===== config.mk =====
export PLATFORM = sky130hd
export DESIGN_NAME = traffic_light_datapath
export DESIGN_NICKNAME = d
export VERILOG_FILES = /design/src/rtl/traffic_light_datapath.sv
export SDC_FILE = /design/constraint.sdc
export NUM_CORES = 1
export LEC_CHECK = 0
export ABC_AREA = 1
export CELL_PAD_IN_SITES_DETAIL_PLACEMENT = 2
export CELL_PAD_IN_SITES_GLOBAL_PLACEMENT = 2
export CORE_MARGIN = 2
export CORE_UTILIZATION = 28
export DETAILED_ROUTE_END_ITERATION = 10
export PLACE_DENSITY = 0.81
export SLEW_MARGIN = 5
export SYNTH_ARGS = -nofsm -noshare
export SYNTH_HDL_FRONTEND = slang
export SYNTH_SLANG_ARGS = --single-unit

===== constraint.sdc =====
create_clock -name clk -period 1.94 [get_ports clk]
set_input_delay 0.388 -clock clk [delete_from_list [all_inputs] [get_ports clk]]
set_output_delay 0.388 -clock clk [all_outputs]
set_load 0.02 [all_outputs]

===== src/rtl/traffic_light_datapath.sv =====
`default_nettype none
// ============================================================================
// Module      : traffic_light_datapath
// Description : Datapath for a two-road (North/East) traffic-light controller.
//               Holds the six lamp registers, runs the interval counter,
//               synchronizes the East car sensor and returns the four status
//               qualifiers that steer the controller FSM.
//               Optional conflict guard: define TRAFFIC_CONFLICT_GUARD_EN.
// Revision    : 1.0 - initial release
// ============================================================================
module traffic_light_datapath #(
    parameter int CW       = 8,
    parameter int Y_TICKS  = 3,
    parameter int RR_TICKS = 2,
    parameter int NG_TICKS = 8,
    parameter int EG_TICKS = 5
) (
    input  logic       clk,
    input  logic       rst,
    input  logic       car,
    input  logic       s_NR,
    input  logic       s_NG,
    input  logic       s_NY,
    input  logic       s_ER,
    input  logic       s_EG,
    input  logic       s_EY,
    input  logic       en_NR,
    input  logic       en_NG,
    input  logic       en_NY,
    input  logic       en_ER,
    input  logic       en_EG,
    input  logic       en_EY,
    input  logic [1:0] s_IC,
    input  logic       en_IC,
    output logic       NR,
    output logic       NG,
    output logic       NY,
    output logic       ER,
    output logic       EG,
    output logic       EY,
    output logic       not_r,
    output logic       c_and_l,
    output logic       en_s,
    output logic       l_or_notc,
    output logic       fault
);

    localparam logic [CW-1:0] c_y_ticks   = CW'(Y_TICKS);
    localparam logic [CW-1:0] c_rr_ticks  = CW'(RR_TICKS);
    localparam logic [CW-1:0] c_ng_ticks  = CW'(NG_TICKS);
    localparam logic [CW-1:0] c_eg_ticks  = CW'(EG_TICKS);
    localparam logic [CW-1:0] c_cnt_one   = CW'(1);
    localparam logic [CW-1:0] c_cnt_max   = {CW{1'b1}};
    // Lamp vector order is {NR, NG, NY, ER, EG, EY}; reset is all-red.
    localparam logic [5:0]    c_lamps_rst = 6'b100100;

    logic [5:0]    lamps_q, lamps_d;
    logic [5:0]    lamp_sel, lamp_en;
    logic [CW-1:0] cnt_q, cnt_d;
    logic [CW-1:0] ticks;
    logic [1:0]    last_sel_q, last_sel_d;
    logic [1:0]    car_sync_q, car_sync_d;
    logic          car_s;
    logic          fresh;
    logic          done;

    assign lamp_sel = {s_NR, s_NG, s_NY, s_ER, s_EG, s_EY};
    assign lamp_en  = {en_NR, en_NG, en_NY, en_ER, en_EG, en_EY};
    assign {NR, NG, NY, ER, EG, EY} = lamps_q;
    assign car_s = car_sync_q[1];

`ifdef TRAFFIC_CONFLICT_GUARD_EN
    logic fault_q, fault_d, conflict;

    // Both roads showing a go/caution aspect, or no red anywhere while both move.
    always_comb begin
        conflict = ((NG | NY) & (EG | EY)) |
                   (~NR & ~ER & (NG | NY) & (EG | EY));
        fault_d  = fault_q | conflict;
    end

    // Sticky fault: only reset clears it.
    always_ff @(posedge clk or posedge rst) begin
        if (rst) fault_q <= 1'b0;
        else     fault_q <= fault_d;
    end

    // Reported in the same cycle the conflicting lamps are visible.
    assign fault = fault_q | conflict;
`else
    assign fault = 1'b0;
`endif

    // Per-lamp load; a raised fault overrides everything with all-red.
    always_comb begin
        lamps_d = (lamps_q & ~lamp_en) | (lamp_sel & lamp_en);
`ifdef TRAFFIC_CONFLICT_GUARD_EN
        if (fault) lamps_d = c_lamps_rst;
`endif
    end

    // Interval counter: reload on a new select, otherwise count up and saturate.
    always_comb begin
        fresh      = en_IC & (s_IC != last_sel_q);
        cnt_d      = cnt_q;
        last_sel_d = last_sel_q;
        if (fresh) begin
            cnt_d      = c_cnt_one;
            last_sel_d = s_IC;
        end else if (en_IC && (cnt_q != c_cnt_max)) begin
            cnt_d = cnt_q + c_cnt_one;
        end
    end

    // Interval length for the active select, then the four status qualifiers.
    always_comb begin
        case (s_IC)
            2'b00:   ticks = c_y_ticks;
            2'b01:   ticks = c_rr_ticks;
            2'b10:   ticks = c_ng_ticks;
            default: ticks = c_eg_ticks;
        endcase
        done      = en_IC & ~fresh & (cnt_q >= ticks);
        en_s      = done & (s_IC == 2'b00);
        not_r     = done & (s_IC == 2'b01);
        c_and_l   = done & (s_IC == 2'b10) & car_s;
        l_or_notc = (s_IC == 2'b11) & en_IC & ~fresh & (done | ~car_s);
    end

    // Two-flop synchronizer for the asynchronous car sensor.
    always_comb begin
        car_sync_d = {car_sync_q[0], car};
    end

    // State registers.
    always_ff @(posedge clk or posedge rst) begin
        if (rst) begin
            lamps_q    <= c_lamps_rst;
            cnt_q      <= '0;
            last_sel_q <= 2'b00;
            car_sync_q <= 2'b00;
        end else begin
            lamps_q    <= lamps_d;
            cnt_q      <= cnt_d;
            last_sel_q <= last_sel_d;
            car_sync_q <= car_sync_d;
        end
    end

endmodule
`default_nettype wire


; ---- Word level (Yosys, flattened, before mapping)
; Cells that the tools add are included.
[totals]
elab_cells = 34
in_bits = 18
reg_bits = 18
out_inout_bits = 11
[op_classes]
n_eq_ne = 5
n_bitwise = 17
reduce_logical = 3
order_cmp = 1
n_mux = 3
addsub = 1
[ops]
columns = operator, n
row1 = $mux 8, 2
row2 = $and 6x6->6, 2
row3 = $pmux 4 s3, 1
row4 = $and 1x1->1, 10
row5 = $add 8x1->8 const B, 1
row6 = $ge 8x8->1, 1
row7 = $ne 8x8->1 const B, 1
row8 = $not 6->6, 1
row9 = $or 6x6->6, 1
row10 = $eq 2x2->1 const B, 2
row11 = $eq 2x1->1 const B, 1
row12 = $logic_not 2->1, 1
row13 = $ne 2x2->1, 1
row14 = $not 1->1, 2
row15 = $reduce_bool 2->1, 1
row16 = $logic_and 1x1->1, 1
row17 = $or 1x1->1, 1

; ---- Logic depth before layout (Yosys ltp)
; Gate-level depths: netlist of run 1.
[logic_depth]
ltp_word = 7
mapped_depth = 11

; ---- Worst setup path before layout of run 1
; Ideal clock, no wire load.
[synth_timing]
path_kind = in2out
start = input port s_IC[0]
end = output port c_and_l
path_stages = 10
path_buffers = 0
path_slack_ps = 8
arrival_ps = 1544
t_required_ps = 1552
path_cell_list = inv_2 -> ha_1 -> inv_1 -> ha_1 -> nand2_1 -> inv_1 -> nand2_1 -> nand4_1 -> nand2_1 -> nor2_1
[synth_between]
elab_chain_cells = 7
[synth_lines]
columns = item, line_no
row1 = start: declaration, 33  ; input logic [1:0] s_IC,
row2 = branches (longest 5 deep; another with $ge 8x8->1), -
row3 = $and 1x1->1 (*) (2 in series), 126  ; c_and_l = done & (s_IC == 2'b10) & car_s;
row4 = end: declaration, 42  ; output logic c_and_l,
; Mark *: on every way between the ends.

; ---- Worst setup path after layout of run 1
[layout_timing]
start = input port s_IC[1]
end = output port en_s
[layout_between]
elab_chain_cells = 6
[layout_lines]
columns = item, line_no
row1 = branches (longest 5 deep; another with $ge 8x8->1), -
row2 = $and 1x1->1 (*), 124  ; en_s = done & (s_IC == 2'b00);
row3 = end: declaration, 43  ; output logic en_s,
; Marks and branches as above.

==> results.cfg, run 1 <==
[placed_design]
gp_congestion = 0.775
port_buffers = 27
place_ws_ns = -1.19
dp_hpwl_mm = 2.69
dp_cells = 234

[synthesis]
synth.top_cell.area_share = 0.340
syn_area_sq_um = 1180
synth_edf_count = 0
synth.distinct_cells = 26
yosys-top-cells-count = nand2_1 (36), inv_1 (20), dfrtp_1 (16), nor2_1 (15)
synth_fp_nets = 170
synth_area_leader_cell = dfrtp_1
ys_seq_area_frac = 0.385
synth-seq-cells = 18
ys.flop_type = dfrtp_1
synth_cells = 142
syn_avg_cell_area_sq_um = 8.28
yosys_warnings = 0
synth_area_leaders = dfrtp_1 (34%), nand2_1 (11%), ha_1 (11%)
ys_async_sr_fraction = 1.00
yosysMostFrequentCell = nand2_1

[power]
p_switching_mw = 0.326
p_per_area_nw_per_um2 = 599
pwr-share-clk = 0.293
p_seq_frac = 0.397
switching_share = 0.302
vdd_drop_max_v = 0.000359
combPwrFrac = 0.310
leakage_nw = 0.863
p_int_mw = 0.754

[status]
status = finished with violations
failed_checks = negative setup slack

[critical_path]
end_kind = output port
startpoint = s_IC[1]
reg2reg_to = cnt_q[0]
critPathMaxFanout = 5
rrSetupSlack_ns = 0.44
cp_data_arrival_time_ns = 1.72
r2r_cells = 9
path_class = primary input to output port
rr_startpoint = cnt_q[1]
critPathLaunchType = primary input
required_ns = 1.55

[global_routing]
antenna_found_initial = 0
grt.overflow.total = 0
gr-usage-met1 = 0.179
use_met2 = 0.345
grt_pass1_wl_mm = 5.81
grt_util_met3 = 0.0211
grt_pass1_vias = 1270
grt_max_degree = 19
top_usage_layer = met2
grt_use_total = 0.172

[timing]
finalSetupViolCount = 4
final.setup.worst_slack_ns = -0.166
rsz0062_at_grt = true
fin_crit_sh = 1.09
final.setup_skew_ns = 0.00299
period_minus_slack_ns = 2.11
hold_ws_ns = 0.365
fmaxAchievable_mhz = 475
hold_violations = 0
finalMaxSlewViolations = 0

[floorplan]
rows = 23
core-area_sq_um = 4030
start_util = 0.292
die_w_microns = 68.8
dieArea_sq_um = 4730
die_h_microns = 68.8
boundaryPins = 29

[cts]
cts_max_path_buffers = 2
tritoncts = yes
cts_made_buffers = 3
htreeDepth = 1
path_clk_slew_ns = 0.07
clkLatencyLatePin_ns = 0.26
clkSinkCount = 18
clk_root_buffer_cell = clkbuf_8

[hold_path]
hold_path.startpoint = car_sync_q[0]
hold-path-endpoint = car_sync_q[1]
min_path_cells = 0
hold_class = flip-flop to flip-flop

[detailed_routing]
vias_per_cell = 4.62
wirelength_mm = 3.64
dr_total_vias = 1113
wl_per_cell_microns = 15.1
ant_nets = 0
drt_iter0_drc = 3
drc_errors = 0
dr.pass1.iters = 2

[final_layout]
fin_util = 0.448
nets = 220
seq_area_sq_um = 454
fillerInstances = 437
syn2layout_area_growth_pct = 53.3
multi_input_area_sq_um = 687
drive_gt1_frac = 0.361
fin_cells = 241
n_antenna_cell = 0

[flow_run]
drv_cap = 0
cell families (layout without fill, tap and decap cells):
family,after synthesis,after routing,synth area share
other,1,1,0.00319
AOI/OAI and AO/OA,5,5,0.0255
DFF,18,18,0.385
muxes,6,6,0.0574
and+or+nand+nor,74,74,0.306
buffers and inverters,26,75,0.101
xor gates and xnor gates,2,2,0.0149
adders and majority gates,10,10,0.106
placed cells by master (no fill, tap or decap), types with 3 or more instances in the layout:
master | synthesis | layout
ha_1 | 10 | 4
nand2_1 | 36 | 33
clkdlybuf4s50_1 | 0 | 21
nand3_1 | 10 | 10
mux2_2 | 6 | 6
clkbuf_8 | 0 | 4
nor2_4 | 2 | 3
buf_4 | 1 | 23
dfrtp_1 | 16 | 15
inv_1 | 20 | 16
ha_4 | 0 | 5
nor2_1 | 15 | 13
inv_2 | 2 | 4
nand2_2 | 3 | 6
nand4_1 | 3 | 3
layer usage:
metal,vias up,part of all wire
li1,533,-
met1,547,0.38
met2,29,0.57
met3,4,0.034
met4,0,0.016
met5,-,0
timing repair:
item	4_1_cts	5_1_grt
hold buffers	0	0
endpoints found under the setup margin	4	4
resized for setup	48	12
pin swaps	7	9
setup buffers	2	1
layout make-up:
cell class,count,area share
flip-flops and latches,18,0.252
inverters,23,0.0548
clock buffers,4,0.0305
repair buffers,48,0.247
multi-input cells,98,0.381
well taps,50,0.0347
metrics by stage:
stage	TNS (ns)	instance area (sq um)	power [mW]
global placement	-4.02	1610	0.697
finish	-0.532	1800	1.08
CTS	-0.357	1760	1.07
global route	-0.722	1800	1.14
floorplan	0	1180	0.579
detailed placement	-4.56	1610	0.716
worst max path at each step:
stage,to,slack (ns),cells after the start
global route,en_s,-0.21,13
finish,en_s,-0.17,12
global placement,en_s,-1.02,12
CTS,c_and_l,-0.13,12
floorplan,c_and_l,0.008,10
detailed placement,c_and_l,-1.19,12
power groups by stage:
stage	combinational, mW	sequential [mW]	clock (mW)
floorplan	0.130	0.449	0
detailed placement	0.285	0.431	0
CTS	0.316	0.427	0.324
finish	0.334	0.429	0.317
global route	0.364	0.433	0.341
global placement	0.269	0.428	0
worst max-delay path, cell delays in order:
cell	delay [ns]
buf_12	0.10
inv_6	0.03
ha_4	0.24
inv_2	0.04
ha_4	0.25
nand2_2	0.04
inv_2	0.04
nand2_1	0.04
nand4_1	0.15
nand2_2	0.11
nor2_1	0.13
buf_4	0.15
Power figures use the tool's default switching activity.
==> run 2, diff against run 1 <==
==> constraint.sdc (replaced) <==
create_clock -name clk -period 2.15 [get_ports clk]
set_input_delay 0.43 -clock clk [delete_from_list [all_inputs] [get_ports clk]]
set_output_delay 0.43 -clock clk [all_outputs]
set_load 0.02 [all_outputs]
==> run 2 against run 1 <==
Effect of this change:
- total power down 11%
- global-route usage about the same
- first-iteration DRC count rose to 7.0 times the previous value
- critical path depth unchanged
- the flow still finishes with violations (negative setup slack)
- die area unchanged
- via count down 2.7%
==> results.cfg, run 2 (synthesis results as in run 1) <==
[status]
status = finished with violations
failed_checks = negative setup slack

[floorplan]
die_h_microns = 68.8
die_w_microns = 68.8
boundaryPins = 29
rows = 23
start_util = 0.292
dieArea_sq_um = 4730
core-area_sq_um = 4030

[critical_path]
cp_data_arrival_time_ns = 1.75
r2r_cells = 9
required_ns = 1.72
critPathLaunchType = primary input
slowest_stage = ha_4
crit_chain = buf_12 -> inv_8 -> ha_4 -> inv_2 -> ha_4 -> nand2_2 -> inv_2 -> nand2_2 -> nand4_1 -> nand2_2 -> nor2_1 -> buf_4
max_stage_delay_ns = 0.25
worst_path_most_repeated_cell = nand2_2
critPathMaxFanout = 4
end_kind = output port
path_class = primary input to output port

[hold_path]
min_path_cells = 0
hold_class = flip-flop to flip-flop

[final_layout]
fin_cells = 236
design_area_sq_um = 1750
final_common_cell = nand2_1
final_cell_mix = nand2_1 (33), clkdlybuf4s50_1 (21), buf_4 (18)
nets = 215
syn2layout_area_growth_pct = 48.5
n_antenna_cell = 0
fin_util = 0.434
drive_gt1_frac = 0.333

[timing]
fin_crit_sh = 1.01
finalSetupViolCount = 4
period_minus_slack_ns = 2.18
rsz0062_at_grt = true
final.setup.worst_slack_ns = -0.0270
finalMaxSlewViolations = 0
fmaxAchievable_mhz = 459
fin_setup_tns_ns = -0.0923
hold_violations = 0
hold_ws_ns = 0.370
final.setup_skew_ns = 0.00248

[cts]
clk_root_buffer_cell = clkbuf_8
clkLatencyLatePin_ns = 0.25
htreeDepth = 1
cts_max_path_buffers = 2
tritoncts = yes
path_clk_slew_ns = 0.07
cts_hold_buf = 0
cts_made_buffers = 3
clkSinkCount = 18

[power]
total_power_mw = 0.959
p_per_area_nw_per_um2 = 549
leakage_nw = 0.843
vdd_drop_max_v = 0.000382

[global_routing]
antenna_found_initial = 0
grt.overflow.total = 0
grt_use_total = 0.172
grt_pass1_wl_mm = 5.86
grt_max_degree = 19
grt_pass1_vias = 1221

[detailed_routing]
wl_per_cell_microns = 14.9
wirelength_mm = 3.51
ant_nets = 0
dr_total_vias = 1083
vias_per_cell = 4.59
drt_iter0_drc = 21
drc_errors = 0
dr.pass1.iters = 4

[placed_design]
gp_congestion = 0.765
place_ws_ns = -1.15
dp_cells = 231
dpl_cell_area_sq_um = 1590
dp_hpwl_mm = 2.80
port_buffers = 27

[flow_run]
drv_cap = 0
## run 2: where the power goes
group          internal, mW  total [mW]  switching [mW]
sequential            0.367       0.383          0.0164
clock                 0.163       0.282           0.119
combinational         0.140       0.293           0.152
total                 0.670       0.959           0.288
## run 2: path summary, 6_finish.rpt
path	startpoint	end	slack, ns
hold reg to reg	car_sync_q[0]	car_sync_q[1]	0.37
setup reg to reg	cnt_q[1]	cnt_q[0]	0.66
setup / recovery	s_IC[0]	not_r	-0.03
max in group asynchronous	rst	asynchronous set/reset pin	1.40
hold / removal	car_sync_q[0]	car_sync_q[1]	0.37
min in group asynchronous	rst	car_sync_q[0]	0.49
## run 2: final cells by class
| class | instances | area [sq um] |
|---|---|---|
| timing repair buffer | 43 | 408 |
| fill | 455 | 2280 |
| multi-input combinational | 98 | 669 |
| inverter | 23 | 98.8 |
| tap | 50 | 62.6 |
| clock buffer | 4 | 55.1 |
| sequential | 18 | 453 |
## run 2: layer usage
layer  up-vias  part of all wire  routed length (microns)  GRT usage
li1        525                 -                        -          -
met1       528              0.40                     1410      0.197
met2        27              0.56                     1950      0.340
met3         3             0.037                      129     0.0211
met4         0            0.0051                       18     0.0294
met5         -                 0                        0          0
## run 2: worst max-delay path: cells and delay by family
family | cells | cell delay, ns
buf+inv | 5 | 0.36
fa+ha+maj | 2 | 0.50
simple gates | 5 | 0.44
## run 2: repair_timing
action / in CTS / in global routing
pin swaps: 6 / 3
setup buffers: 1 / 0
resized for setup: 56 / 1
setup endpoints to repair: 4 / 4
==> run 3, diff against run 2 <==
--- a/config.mk
+++ b/config.mk
@@ -10,6 +10,7 @@
 export CELL_PAD_IN_SITES_GLOBAL_PLACEMENT = 2
 export CORE_MARGIN = 2
 export CORE_UTILIZATION = 28
+export CTS_CLUSTER_SIZE = 25
 export DETAILED_ROUTE_END_ITERATION = 10
 export PLACE_DENSITY = 0.81
 export SLEW_MARGIN = 5
==> constraint.sdc (replaced) <==
create_clock -name clk -period 2.15 [get_ports clk]
set_input_delay 0.43 -clock clk [delete_from_list [all_inputs] [get_ports clk]]
set_output_delay 0.43 -clock clk [all_outputs]
set_load 0.05 [all_outputs]
==> run 3 against run 2 <==
Effect of this change:
- the flow still finishes with violations (negative setup slack)
- setup slack got worse by 0.041 ns
- register-to-register slack got worse by 0.13 ns
- via count rose by 1.7%
- global-route usage fell by 0.74 points
- utilization rose by 1.5 points
==> results.cfg, run 3 (synthesis results as in run 1) <==
[status]
status = finished with violations
failed_checks = negative setup slack

[timing]
hold_violations = 0
fin_setup_tns_ns = -0.231
final.setup.worst_slack_ns = -0.0682
rsz0062_at_grt = true
period_minus_slack_ns = 2.22
fin_crit_sh = 1.03
worst_pin_slew_ns = 0.512
relSlewSlack = 0.658
final.setup_skew_ns = 0.00268
finalMaxSlewViolations = 0
fmaxAchievable_mhz = 451
hold_ws_ns = 0.362
finalSetupViolCount = 4

[power]
total_power_mw = 1.00
leakage_nw = 0.841
vdd_drop_max_v = 0.000295
p_per_area_nw_per_um2 = 554

[critical_path]
startpoint = s_IC[0]
critPathMaxFanout = 3
critPathLaunchType = primary input
path_class = primary input to output port
cp_data_arrival_time_ns = 1.79
required_ns = 1.72
end_kind = output port
rr_startpoint = cnt_q[1]

[cts]
clkSinkCount = 18
htreeDepth = 1
cts_made_buffers = 3
cts_max_path_buffers = 2
tritoncts = yes
clkLatencyLatePin_ns = 0.25
clk_root_buffer_cell = clkbuf_8
cts_hold_buf = 0
path_clk_slew_ns = 0.07

[global_routing]
antenna_found_initial = 0
grt_pass1_vias = 1164
grt_max_degree = 19
grt_pass1_wl_mm = 5.60
grt_use_total = 0.165
grt.overflow.total = 0

[final_layout]
n_antenna_cell = 0
final_cell_mix = nand2_1 (34), clkdlybuf4s50_1 (21), inv_1 (16)
final_common_cell = nand2_1
drive_gt1_frac = 0.337
nets = 213
syn2layout_area_growth_pct = 53.5
fin_cells = 234

[detailed_routing]
wirelength_mm = 3.95
ant_nets = 0
dr.pass1.iters = 4
drt_iter0_drc = 32
wl_per_cell_microns = 16.9
vias_per_cell = 4.71
drc_errors = 0
dr_total_vias = 1101

[placed_design]
place_ws_ns = -0.663
gp_congestion = 0.750
port_buffers = 27
dp_hpwl_mm = 2.67
dp_cells = 226

[floorplan]
die_h_microns = 68.8
boundaryPins = 29
dieArea_sq_um = 4730
core-area_sq_um = 4030
die_w_microns = 68.8
start_util = 0.292
rows = 23

[hold_path]
hold_class = flip-flop to flip-flop
hold_path.startpoint = car_sync_q[0]

[flow_run]
drv_cap = 0
run 3: cell types whose count changed in the layout (fill, tap and decap cells not counted), moves of 2 or more:
cell / previous run / this run
buf_4: 18 / 14
buf_12: 2 / 5
nor2_4: 2 / 5
buf_6: 2 / 0
inv_6: 0 / 2
nand2_2: 6 / 4
nor2_1: 13 / 11
run 3: through the flow:
stage | utilization | cell area, sq um
2_1_floorplan | - | 1190
3_3_place_gp | 0.398 | 1600
3_5_place_dp | 0.398 | 1600
4_1_cts | 0.434 | 1750
5_1_grt | 0.448 | 1810
6_report | 0.448 | 1810
run 3: cell type report:
class | count | area [sq um]
fillers | 446 | 2220
multi-input cells | 98 | 702
flip-flops and latches | 18 | 454
repair buffers | 41 | 430
inverters | 23 | 101
well taps | 50 | 62.6
clock buffers | 4 | 55.1
run 3: power breakdown:
part           internal (mW)  switching, mW  leakage (nW)
registers              0.367         0.0250         0.221
clock network          0.163          0.120        0.0288
logic                  0.143          0.183         0.591
run 3: critical path: stages:
cell and delay, ns:
buf_8 0.09, inv_6 0.04, ha_4 0.26, inv_4 0.04, ha_4 0.26, nand2_4 0.04
inv_2 0.04, nand2_1 0.04, nand4_1 0.13, nand2_2 0.14, nor2_4 0.14, buf_12 0.14
run 3: routing by layer:
layer  part of all wire  track usage  vias to the layer above
met3              0.032       0.0308                        2
met4             0.0046       0.0441                        0
met2               0.56        0.299                       21
li1                   -            -                      520
met5                  0            0                        -
met1               0.40        0.197                      558
run 3: timing repair:
item | 4_1_cts | 5_1_grt
resized for setup | 27 | 10
setup buffers | 2 | 2
pin swaps | 6 | 8
setup endpoints to repair | 4 | 4
run 3: path summary, 6_finish.rpt:
kind,slack [ns],cells past startpoint,endpoint
worst max-delay path,-0.07,12,not_r
worst min-delay path,0.36,0,car_sync_q[1]
worst max register to register,0.53,8,cnt_q[5]
worst min register to register,0.36,0,car_sync_q[1]
max in group asynchronous,1.37,3,asynchronous set/reset pin
min in group asynchronous,0.52,3,car_sync_q[0]
